===== src/rtl/shift_unit.sv =====
// Multi-cycle shift/rotate register for the ALU stage.
// One bit per clock, start/busy/done handshake, carry and zero flags.
module shift_unit #(
   parameter int WIDTH = 8,
   parameter int AMT_W = 4
) (
   input  logic             clk,
   input  logic             rst_n,
   input  logic             start,
   input  logic [2:0]       op,
   input  logic [AMT_W-1:0] amt,
   input  logic [WIDTH-1:0] data_in,
   input  logic             ser_in,
   output logic [WIDTH-1:0] data_out,
   output logic             busy,
   output logic             done,
   output logic             carry,
   output logic             zero
);

   localparam logic [2:0] OP_HOLD = 3'b000;
   localparam logic [2:0] OP_ASR  = 3'b001;
   localparam logic [2:0] OP_LSL  = 3'b010;
   localparam logic [2:0] OP_ROR  = 3'b011;
   localparam logic [2:0] OP_ROL  = 3'b100;
   localparam logic [2:0] OP_CLR  = 3'b101;
   localparam logic [2:0] OP_LOAD = 3'b110;
   localparam logic [2:0] OP_LSR  = 3'b111;

   localparam logic [AMT_W-1:0] CNT_ONE  = AMT_W'(1);
   localparam logic [AMT_W-1:0] CNT_ZERO = '0;

   typedef enum logic {
      S_IDLE,
      S_SHIFT
   } state_t;

   state_t           r_state;
   logic [WIDTH-1:0] r_data;
   logic             r_carry;
   logic             r_zero;
   logic             r_busy;
   logic             r_done;
   logic [2:0]       r_op;
   logic [AMT_W-1:0] r_cnt;

   logic [2:0]       w_op;
   logic [WIDTH-1:0] w_step_d;
   logic             w_step_c;
   logic             w_is_shift;
   logic             w_accept;

   // One step of a shift/rotate op; non-shift ops pass data through.
   function automatic logic [WIDTH:0] f_step(
      input logic [2:0]       o,
      input logic [WIDTH-1:0] d,
      input logic             s,
      input logic             c
   );
      logic [WIDTH:0] res;
      res = {c, d};
      case (o)
         OP_ASR: res = {d[0], d[WIDTH-1], d[WIDTH-1:1]};
         OP_LSL: res = {d[WIDTH-1], d[WIDTH-2:0], s};
         OP_ROR: res = {d[0], d[0], d[WIDTH-1:1]};
         OP_ROL: res = {d[WIDTH-1], d[WIDTH-2:0], d[WIDTH-1]};
         OP_LSR: res = {d[0], s, d[WIDTH-1:1]};
         default: res = {c, d};
      endcase
      return res;
   endfunction

   function automatic logic f_shift_op(input logic [2:0] o);
      return (o == OP_ASR) || (o == OP_LSL) || (o == OP_ROR) ||
             (o == OP_ROL) || (o == OP_LSR);
   endfunction

   always_comb begin
      w_op       = (r_state == S_SHIFT) ? r_op : op;
      w_is_shift = f_shift_op(op);
      w_accept   = start && (r_state == S_IDLE);
      {w_step_c, w_step_d} = f_step(w_op, r_data, ser_in, r_carry);
   end

   always_ff @(posedge clk) begin
      if (!rst_n) begin
         r_state <= S_IDLE;
         r_data  <= '0;
         r_carry <= 1'b0;
         r_zero  <= 1'b1;
         r_busy  <= 1'b0;
         r_done  <= 1'b0;
         r_op    <= OP_HOLD;
         r_cnt   <= '0;
      end else begin
         r_done <= 1'b0;
         case (r_state)
            S_IDLE: begin
               if (w_accept) begin
                  if (w_is_shift) begin
                     if (amt == CNT_ZERO) begin
                        r_done <= 1'b1;
                     end else begin
                        r_data  <= w_step_d;
                        r_carry <= w_step_c;
                        r_zero  <= (w_step_d == '0);
                        if (amt == CNT_ONE) begin
                           r_done <= 1'b1;
                        end else begin
                           r_op    <= op;
                           r_cnt   <= amt - CNT_ONE;
                           r_busy  <= 1'b1;
                           r_state <= S_SHIFT;
                        end
                     end
                  end else begin
                     r_done <= 1'b1;
                     if (op == OP_CLR) begin
                        r_data  <= '0;
                        r_carry <= 1'b0;
                        r_zero  <= 1'b1;
                     end else if (op == OP_LOAD) begin
                        r_data  <= data_in;
                        r_carry <= 1'b0;
                        r_zero  <= (data_in == '0);
                     end
                  end
               end
            end
            S_SHIFT: begin
               r_data  <= w_step_d;
               r_carry <= w_step_c;
               r_zero  <= (w_step_d == '0);
               r_cnt   <= r_cnt - CNT_ONE;
               if (r_cnt == CNT_ONE) begin
                  r_busy  <= 1'b0;
                  r_done  <= 1'b1;
                  r_state <= S_IDLE;
               end
            end
            default: r_state <= S_IDLE;
         endcase
      end
   end

   assign data_out = r_data;
   assign busy     = r_busy;
   assign done     = r_done;
   assign carry    = r_carry;
   assign zero     = r_zero;

endmodule

===== config.mk =====
export PLATFORM = sky130hd
export DESIGN_NAME = shift_unit
export DESIGN_NICKNAME = d
export VERILOG_FILES = /design/src/rtl/shift_unit.sv
export SDC_FILE = /design/constraint.sdc
export NUM_CORES = 1
export LEC_CHECK = 0
export ABC_CLOCK_PERIOD_IN_PS = 5500
export BUFFER_PORTS_ARGS = -buffer_cell sky130_fd_sc_hd__buf_2
export CAP_MARGIN = 20
export CORE_ASPECT_RATIO = 1.2
export CORE_UTILIZATION = 50
export CTS_BUF_LIST = sky130_fd_sc_hd__clkbuf_4
export CTS_CLUSTER_DIAMETER = 60
export DETAILED_ROUTE_END_ITERATION = 7
export GPL_ROUTABILITY_DRIVEN = 0
export GPL_TIMING_DRIVEN = 0
export PLACE_DENSITY_LB_ADDON = 0.25
export SYNTH_ARGS = -nofsm -noshare
export SYNTH_HDL_FRONTEND = slang
export SYNTH_SLANG_ARGS = --single-unit

===== constraint.sdc =====
create_clock -name clk -period 5.5 [get_ports clk]
set_input_delay 0.825 -clock clk [delete_from_list [all_inputs] [get_ports clk]]
set_output_delay 0.825 -clock clk [all_outputs]
set_load 0.02 [all_outputs]

==> out/metrics.csv, run 1 <==
stage;metric;value;unit
clock_tree;cts_resized;0;
hold_path;hold_class;reg -> reg;
synth;synthCells;191;
hold_path;hp-start;busy;
timing;fmaxAchievable;0.396;GHz
grt;antenna_found_initial;0;
grt;grt_overflow;0;
synth;syn_nets;214;
floorplan;rows;21;
grt;grt_max_degree;13;
timing;post-route-min-period;2.52;ns
synth;synth_warnings;0;
timing;relSlewSlack;0.612;
synth;yosys.area.top_type;dfxtp_1;
setup_path;cp_slowest_cell;or3b_2;
synth;ys_ff_latch;20;
detailed_routing;viasPerCell;6.29;
synth;syn-cell-area;1530;µm²
synth;async_flop_share;0;
placed_design;dp.cells;254;
cells_and_area;nNetsFinal;248;
timing;rsz0062_at_grt;false;
setup_path;path_cells;buf_2, inv_1, ha_1, or3b_2, o21ai_0, o21ba_2, buf_2, nor2_1, a31oi_1, o22ai_1;
floorplan;core_area;2860;µm²
pwr;total_power;0.000495;W
synth;ys_seq_area_frac;0.261;
timing;setup_viol;0;
setup_path;reg2reg_from;r_state;
setup_path;arrival;2.73;ns
timing;worst_pin_slew;0.581;ns
detailed_routing;final_antenna_net_count;0;
detailed_routing;drt_iter0_markers;89;
cells_and_area;diodes;0;
clock_tree;cts-root-buf;clkbuf_4;
cells_and_area;drive_above_1_share;0.254;
grt;grt_pass1_wl;6580;µm
synth;synth_ff_type;dfxtp_1;
clock_tree;clk_latency;0.31;ns
setup_path;crit_path_start_kind;input port;
detailed_routing;drc;0;
outcome;outcome;complete, no violations;
timing;setup_tns;0;ns
hold_path;min_path_cells;2;
detailed_routing;firstDrtPassIters;5;
detailed_routing;avgRoutedWirePerCell;16.4;µm
floorplan;initial_core_util;0.535;
floorplan;fp.dieArea;3290;µm²
clock_tree;hold_buffers;0;
setup_path;timing.rr.end;zero;
setup_path;critPathRequiredTime;5.70;ns
timing;maxSlewViolCount;0;
clock_tree;clkTransAtPathRegs;0.12;ns
synth;synth_top_cells_by_count;20 x dfxtp_1, 20 x nor2_1, 13 x o21ai_0, 11 x inv_1, 11 x nand2_1;
synth;syn_area_per_cell;8.02;µm²
setup_path;worst-path-max-fanout;10;
cells_and_area;areaGrowthSynthToFinish;15.7;%
placed_design;hpwl;3170;µm
synth;synth_edf_count;0;
synth;synth.distinct_cells;53;
clock_tree;cts_tree;done;
cells_and_area;layout.cells.non_filler;258;
detailed_routing;wirelength;4230;µm
synth;synth_top_area_frac;0.261;
clock_tree;cts_buffers;3;
setup_path;critPathKind;in -> reg;
setup_path;r2r_cells;8;
placed_design;portBuffers;29;
timing;clock_skew;0.00239;ns
detailed_routing;dr_total_vias;1624;
floorplan;fp.dieH;62.6;µm
floorplan;die_w;52.5;µm
pwr;vdd.ir_drop.worst;0.165;mV
grt;track_usage;0.267;
clock_tree;cts.path.max_buffers;2;
pwr;p_leak;0.745;nW
timing;hold_viol;0;
timing;fin_crit_sh;0.459;
hold_path;min_to;busy;
floorplan;pin_count;31;
clock_tree;h-tree-depth;1;
clock_tree;cts_setup_buffers;0;
synth;yosys-top-cells-area;dfxtp_1 26%, nor2_1 4.9%, mux2i_1 4.6%;
setup_path;critical_path.max_stage_delay;0.47;ns
job;maxCapViolCount;0;
setup_path;cp_common_cell;buf_2;
clock_tree;cts.sinks;20;
grt;first_global_vias;1418;
setup_path;r2r_setup_slack;3.26;ns
pwr;p_per_area;279;nW/µm²
setup_path;cp-end-kind;flip-flop;
==> where the power goes <==
group | leakage, nW | switching, W | internal [W]
Clock | 0.0279 | 0.0000489 | 0.0000737
Combinational | 0.552 | 0.000107 | 0.0000822
Sequential | 0.165 | 0.0000204 | 0.000163
==> worst max path at each step <==
stage / slack (ns) / end / from
final: 2.98 / data_out[1] / amt[0]
after detailed placement: 2.70 / data_out[1] / amt[0]
after CTS: 3.02 / data_out[1] / amt[0]
after floorplan: 3.02 / data_out[1] / amt[0]
after global routing: 2.82 / zero / op[1]
after global placement: 2.67 / data_out[4] / amt[0]
==> per-stage QoR <==
step / utilization / hold slack, ns / worst slack [ns] / cell area (µm²)
finish: 0.619 / 0.459 / 2.98 / 1770
global route: 0.619 / 0.491 / 2.82 / 1770
CTS: 0.619 / 0.465 / 3.02 / 1770
detailed placement: 0.600 / 0.448 / 2.70 / 1720
global placement: 0.600 / 0.445 / 2.67 / 1720
floorplan: - / 0.472 / 3.02 / 1530
==> registers in the layout, summed over array words and instances, names as in the netlist <==
signal	flops
done	1
zero	1
r_state	1
r_cnt	4
busy	1
r_op	3
carry	1
data_out	8
==> area by class of cell <==
cell class	count	area, µm²
buffer	12	66.3
clock buffer	3	22.5
clock inverter	1	30.0
fill	266	1090
inverter	11	41.3
multi-input combinational	148	1020
sequential	20	400
tap	34	42.5
timing repair buffer	29	145
==> placed cells by master, fill, tap and decap left out, drive strengths merged, types with 2 or more instances in the layout <==
cell type,synthesis,layout
or2,3,3
nand2b,4,4
buf,7,36
mux2,5,5
o21a,2,2
or3b,2,2
o311ai,2,2
a31oi,4,4
a22oi,2,2
xor2,5,5
a21oi,9,9
o22ai,7,7
a221oi,4,4
o22a,3,3
nand3,2,2
clkbuf,5,8
and3b,2,2
nor3,4,4
dfxtp,20,20
o211ai,2,2
nor3b,3,3
xnor2,2,2
mux2i,7,7
o21ai,13,13
inv,11,11
ha,4,4
or3,2,2
nand2,11,11
a211oi,2,2
nor4,2,2
nand3b,2,2
and3,2,2
nor2,20,20
o221ai,2,2
==> critical path, delay by kind of cell <==
family / cells / cell delay, ns
fa+ha+maj: 1 / 0.19
buf+inv: 3 / 0.41
simple gates: 2 / 0.55
compound gates: 4 / 0.73
==> routing by layer <==
metal  wire [µm]  track usage
met1        1750        0.331
met2        2090        0.441
met3         252       0.0292
met4         134        0.135
met5           0            0
==> kinds of logic after synthesis <==
| logic type | Yosys count | synth area share |
|---|---|---|
| compound gates | 63 | 0.296 |
| xor+xnor | 7 | 0.0400 |
| fa+ha+maj | 4 | 0.0327 |
| buf+inv | 23 | 0.0703 |
| flops | 20 | 0.261 |
| mux | 12 | 0.0825 |
| simple gates | 62 | 0.217 |
(Power assumes the default switching activity.)
==> inputs of run 2 (changes only) <==
ABC_CLOCK_PERIOD_IN_PS = 2000   (was 5500)
clock period = 2 ns   (was 5.5 ns; I/O delays follow)
==> run 2 against run 1 <==
Clock skew increased by 0.0035 ns. Sequential power rose to 2.8 times the previous value. Clock power grew to 2.8 times the previous value. Sequential cell count stayed put. Wire length grew 3.1%. Largest power group unchanged.
==> out/metrics.csv, run 2 (synthesis gave the netlist of run 1 again) <==
stage;metric;value;unit
cells_and_area;most-common-layout-cells;33 x buf_2, 20 x nor2_1, 17 x dfxtp_1, 12 x o21ai_0, 11 x inv_1;
pwr;pwr-share-clk;0.241;
pwr;p_sw_frac;0.362;
setup_path;arrival;2.19;ns
outcome;outcome;complete, no violations;
hold_path;hp-start;data_in[6];
clock_tree;cts.sinks;20;
grt;grt_overflow;0;
grt;first_global_vias;1425;
timing;post-route-min-period;1.95;ns
floorplan;rows;21;
job;maxCapViolCount;0;
timing;relSlewSlack;0.633;
detailed_routing;drt_iter0_markers;105;
detailed_routing;wirelength;4360;µm
cells_and_area;diodes;0;
detailed_routing;firstDrtPassIters;4;
timing;hold_viol;0;
setup_path;critPathKind;reg -> reg;
cells_and_area;drive_above_1_share;0.313;
cells_and_area;layout_commonest_cell;buf_2;
setup_path;setup.worst_path.start;r_state;
timing;clock_skew;0.00589;ns
floorplan;die_w;52.5;µm
floorplan;fp.dieH;62.6;µm
pwr;seqPwrFrac;0.364;
floorplan;initial_core_util;0.535;
detailed_routing;dr_total_vias;1672;
detailed_routing;viasPerCell;6.41;
clock_tree;cts_buffers;3;
hold_path;hold_class;in -> reg;
clock_tree;cts.path.max_buffers;2;
pwr;switchingPower;0.000511;W
cells_and_area;finalInstanceArea;1860;µm²
clock_tree;hold_buffers;0;
detailed_routing;drc;0;
cells_and_area;nNetsFinal;251;
detailed_routing;final_antenna_net_count;0;
pwr;pwr-share-comb;0.395;
setup_path;critical_path.max_stage_delay;0.43;ns
setup_path;path_delay_family;simple AND/OR/NAND/NOR gates;
grt;grt_max_degree;13;
setup_path;crit_path_start_kind;flip-flop;
setup_path;cp_slowest_cell;dfxtp_4;
floorplan;core_area;2860;µm²
pwr;internal_power;0.000902;W
clock_tree;clk_latency;0.31;ns
cells_and_area;areaGrowthSynthToFinish;21.7;%
setup_path;crit_buf_inv;1;
setup_path;reg2reg_from;r_state;
pwr;p_leak;0.776;nW
grt;antenna_found_initial;0;
cells_and_area;largest_reg_flops;8;
timing;fmaxAchievable;0.514;GHz
timing;setup_viol;0;
placed_design;portBuffers;29;
clock_tree;cts_tree;done;
pwr;p_per_area;758;nW/µm²
placed_design;pre_cts_ws;-0.279;ns
clock_tree;cts-root-buf;clkbuf_4;
floorplan;pin_count;31;
setup_path;worst-path-max-fanout;10;
timing;fin_crit_sh;0.973;
timing;worst_pin_slew;0.550;ns
grt;track_usage;0.272;
placed_design;place_area;1720;µm²
clock_tree;h-tree-depth;1;
floorplan;fp.dieArea;3290;µm²
timing;maxSlewViolCount;0;
setup_path;path_cells;and3b_1, or3_4, buf_6, o221ai_4, a21oi_2, or3_1, a21oi_1;
setup_path;cp-end-kind;flip-flop;
grt;grt_pass1_wl;6680;µm
detailed_routing;avgRoutedWirePerCell;16.7;µm
timing;rsz0062_at_grt;true;
timing;setup_ws;0.0548;ns
setup_path;critPathRequiredTime;2.24;ns
pwr;vdd.ir_drop.worst;0.466;mV
clock_tree;clkTransAtPathRegs;0.13;ns
placed_design;hpwl;3170;µm
run 2: metrics by stage:
stage / total power (W) / setup TNS [ns] / instances / hold WS, ns / util
floorplan: 0.000878 / 0 / 191 / 0.472 / -
global placement: 0.00102 / -2.31 / 254 / 0.445 / 0.600
detailed placement: 0.00102 / -2.30 / 254 / 0.448 / 0.600
CTS: 0.00138 / 0 / 260 / 0.279 / 0.637
global route: 0.00148 / -0.0998 / 261 / 0.293 / 0.651
finish: 0.00141 / 0 / 261 / 0.269 / 0.651
run 2: final timing paths:
kind	to	depth (start not counted)	slack (ns)
hold reg to reg	busy	2	0.46
setup / recovery	data_out[0]	7	0.05
setup reg to reg	data_out[0]	7	0.05
hold / removal	data_out[6]	3	0.27
run 2: layout make-up:
cell class / count / area, µm²
multi-input combinational: 148 / 1090
fill: 254 / 1000
sequential: 20 / 407
timing repair buffer: 33 / 173
buffer: 11 / 61.3
tap: 34 / 42.5
inverter: 11 / 41.3
clock inverter: 1 / 30.0
clock buffer: 3 / 22.5
run 2: power by group through the flow:
| stage | clock network [W] | registers (W) | logic [W] |
|---|---|---|---|
| 2_1_floorplan | 0 | 0.000535 | 0.000342 |
| 3_3_place_gp | 0 | 0.000509 | 0.000506 |
| 3_5_place_dp | 0 | 0.000510 | 0.000510 |
| 4_1_cts | 0.000346 | 0.000502 | 0.000536 |
| 5_1_grt | 0.000356 | 0.000519 | 0.000602 |
| 6_report | 0.000340 | 0.000514 | 0.000558 |
run 2: what timing repair did:
action | in CTS | in global routing
gates cloned | 0 | 1
endpoints found under the setup margin | 3 | 9
gates resized for setup | 7 | 12
setup buffers | 2 | 1
pin swaps | 2 | 5
run 2: per-layer routing:
| metal | vias up | track usage | part of all wire |
|---|---|---|---|
| met3 | 28 | 0.0268 | 0.064 |
| met4 | 0 | 0.109 | 0.045 |
| met5 | - | 0 | 0 |
| met1 | 762 | 0.332 | 0.40 |
| li1 | 789 | - | - |
| met2 | 93 | 0.470 | 0.49 |
run 2: tightest hold or removal path, cell delays in order:
cell and delay [ns]:
buf_2 0.10, a221oi_2 0.06, nor2_1 0.09
==> inputs of run 3 (changes only) <==
ABC_CLOCK_PERIOD_IN_PS = 2300   (was 2000)
CORE_UTILIZATION = 54   (was 50)
clock period = 2.3 ns   (was 2 ns; I/O delays follow)
==> run 3 against run 2 <==
Die area is 7.2% lower. Combinational power is 17% lower. Maximum frequency is 9.5% lower. Largest cell class unchanged.
==> out/metrics.csv, run 3 (synthesis gave the netlist of run 1 again) <==
stage;metric;value;unit
outcome;outcome;complete, no violations;
placed_design;hpwl;3240;µm
pwr;p_per_area;678;nW/µm²
clock_tree;cts_tree;done;
setup_path;crit_path_start_kind;flip-flop;
floorplan;initial_core_util;0.588;
cells_and_area;finalInstanceArea;1770;µm²
grt;track_usage;0.301;
grt;grt_pass1_wl;6840;µm
detailed_routing;final_antenna_net_count;0;
timing;post-route-min-period;2.15;ns
clock_tree;cts.path.max_buffers;2;
clock_tree;cts_setup_buffers;0;
timing;setup_viol;0;
cells_and_area;drive_above_1_share;0.259;
clock_tree;cts_buffers;3;
placed_design;place_area;1720;µm²
clock_tree;clkTransAtPathRegs;0.13;ns
floorplan;fp.dieH;60.3;µm
pwr;total_power;0.00120;W
cells_and_area;most-common-layout-cells;34 x buf_2, 20 x nor2_1, 20 x dfxtp_1, 13 x o21ai_0;
cells_and_area;diodes;0;
clock_tree;clk_latency;0.31;ns
cells_and_area;largest_reg_flops;8;
job;maxCapViolCount;0;
timing;relSlewSlack;0.602;
timing;fin_crit_sh;0.935;
hold_path;hold_class;in -> reg;
setup_path;critPathRequiredTime;2.57;ns
floorplan;pin_count;31;
detailed_routing;wirelength;4450;µm
timing;fmaxAchievable;0.465;GHz
setup_path;cp-end-kind;flip-flop;
detailed_routing;avgRoutedWirePerCell;17.3;µm
pwr;p_leak;0.746;nW
timing;rsz0062_at_grt;false;
clock_tree;h-tree-depth;1;
timing;hold_viol;0;
detailed_routing;drc;0;
floorplan;fp.dieArea;3050;µm²
setup_path;arrival;2.42;ns
grt;grt_overflow;0;
cells_and_area;nNetsFinal;248;
clock_tree;cts.sinks;20;
clock_tree;cts-root-buf;clkbuf_4;
detailed_routing;dr_total_vias;1685;
timing;hold-worst-slack;0.342;ns
grt;first_global_vias;1576;
detailed_routing;firstDrtPassIters;4;
timing;clock_skew;0.00233;ns
setup_path;worst-path-max-fanout;10;
detailed_routing;viasPerCell;6.56;
timing;worst_pin_slew;0.596;ns
timing;maxSlewViolCount;0;
placed_design;portBuffers;29;
grt;grt_max_degree;13;
setup_path;critPathKind;reg -> reg;
cells_and_area;areaGrowthSynthToFinish;15.8;%
pwr;vdd.ir_drop.worst;0.450;mV
cells_and_area;layout_commonest_cell;buf_2;
floorplan;die_w;50.6;µm
detailed_routing;drt_iter0_markers;77;
floorplan;core_area;2600;µm²
grt;antenna_found_initial;0;
floorplan;rows;20;
==> run 3: path summary, 6_finish.rpt <==
kind | start | end | slack, ns | depth (start not counted)
setup / recovery | r_state | zero | 0.15 | 8
hold / removal | data_in[6] | data_out[6] | 0.34 | 3
setup reg to reg | r_state | zero | 0.15 | 8
hold reg to reg | busy | busy | 0.46 | 2
==> run 3: repair_timing <==
item | 4_1_cts | 5_1_grt
hold buffers | 0 | 0
resized for setup | 0 | 1
setup endpoints to repair | 0 | 1
==> run 3: where the power goes <==
| group | switching [W] | internal [W] |
|---|---|---|
| combinational | 0.000264 | 0.000198 |
| clock | 0.000125 | 0.000176 |
| sequential | 0.0000494 | 0.000389 |
==> run 3: routing by layer <==
| metal | GRT usage | part of all wire | up-vias |
|---|---|---|---|
| met2 | 0.568 | 0.50 | 111 |
| met1 | 0.324 | 0.37 | 761 |
| li1 | - | - | 780 |
| met5 | 0 | 0 | - |
| met4 | 0.183 | 0.057 | 0 |
| met3 | 0.0326 | 0.073 | 33 |
==> run 3: cell type report <==
type	count	area (µm²)
Fill cell	233	828
Sequential cell	20	400
Buffer	12	66.3
Multi-Input combinational cell	148	1030
Clock buffer	3	22.5
Tap cell	33	41.3
Timing Repair Buffer	29	145
Clock inverter	1	30.0
Inverter	11	41.3
==> run 3: stage by stage <==
stage / utilization / TNS (ns) / setup WS, ns / cells
2_1_floorplan: - / 0 / 0.300 / 191
3_3_place_gp: 0.660 / -0.00645 / -0.00645 / 253
3_5_place_dp: 0.660 / -0.147 / -0.0789 / 253
4_1_cts: 0.680 / 0 / 0.136 / 257
5_1_grt: 0.682 / 0 / 0.0148 / 257
6_report: 0.682 / 0 / 0.150 / 257
==> run 3: critical path, stage by stage (launching register included) <==
cell     delay [ns]
dfxtp_1        0.35
buf_6          0.15
mux2i_2        0.33
or3_4          0.21
buf_6          0.14
nand2_1        0.11
o21a_1         0.21
nor4b_1        0.35
o221a_2        0.24
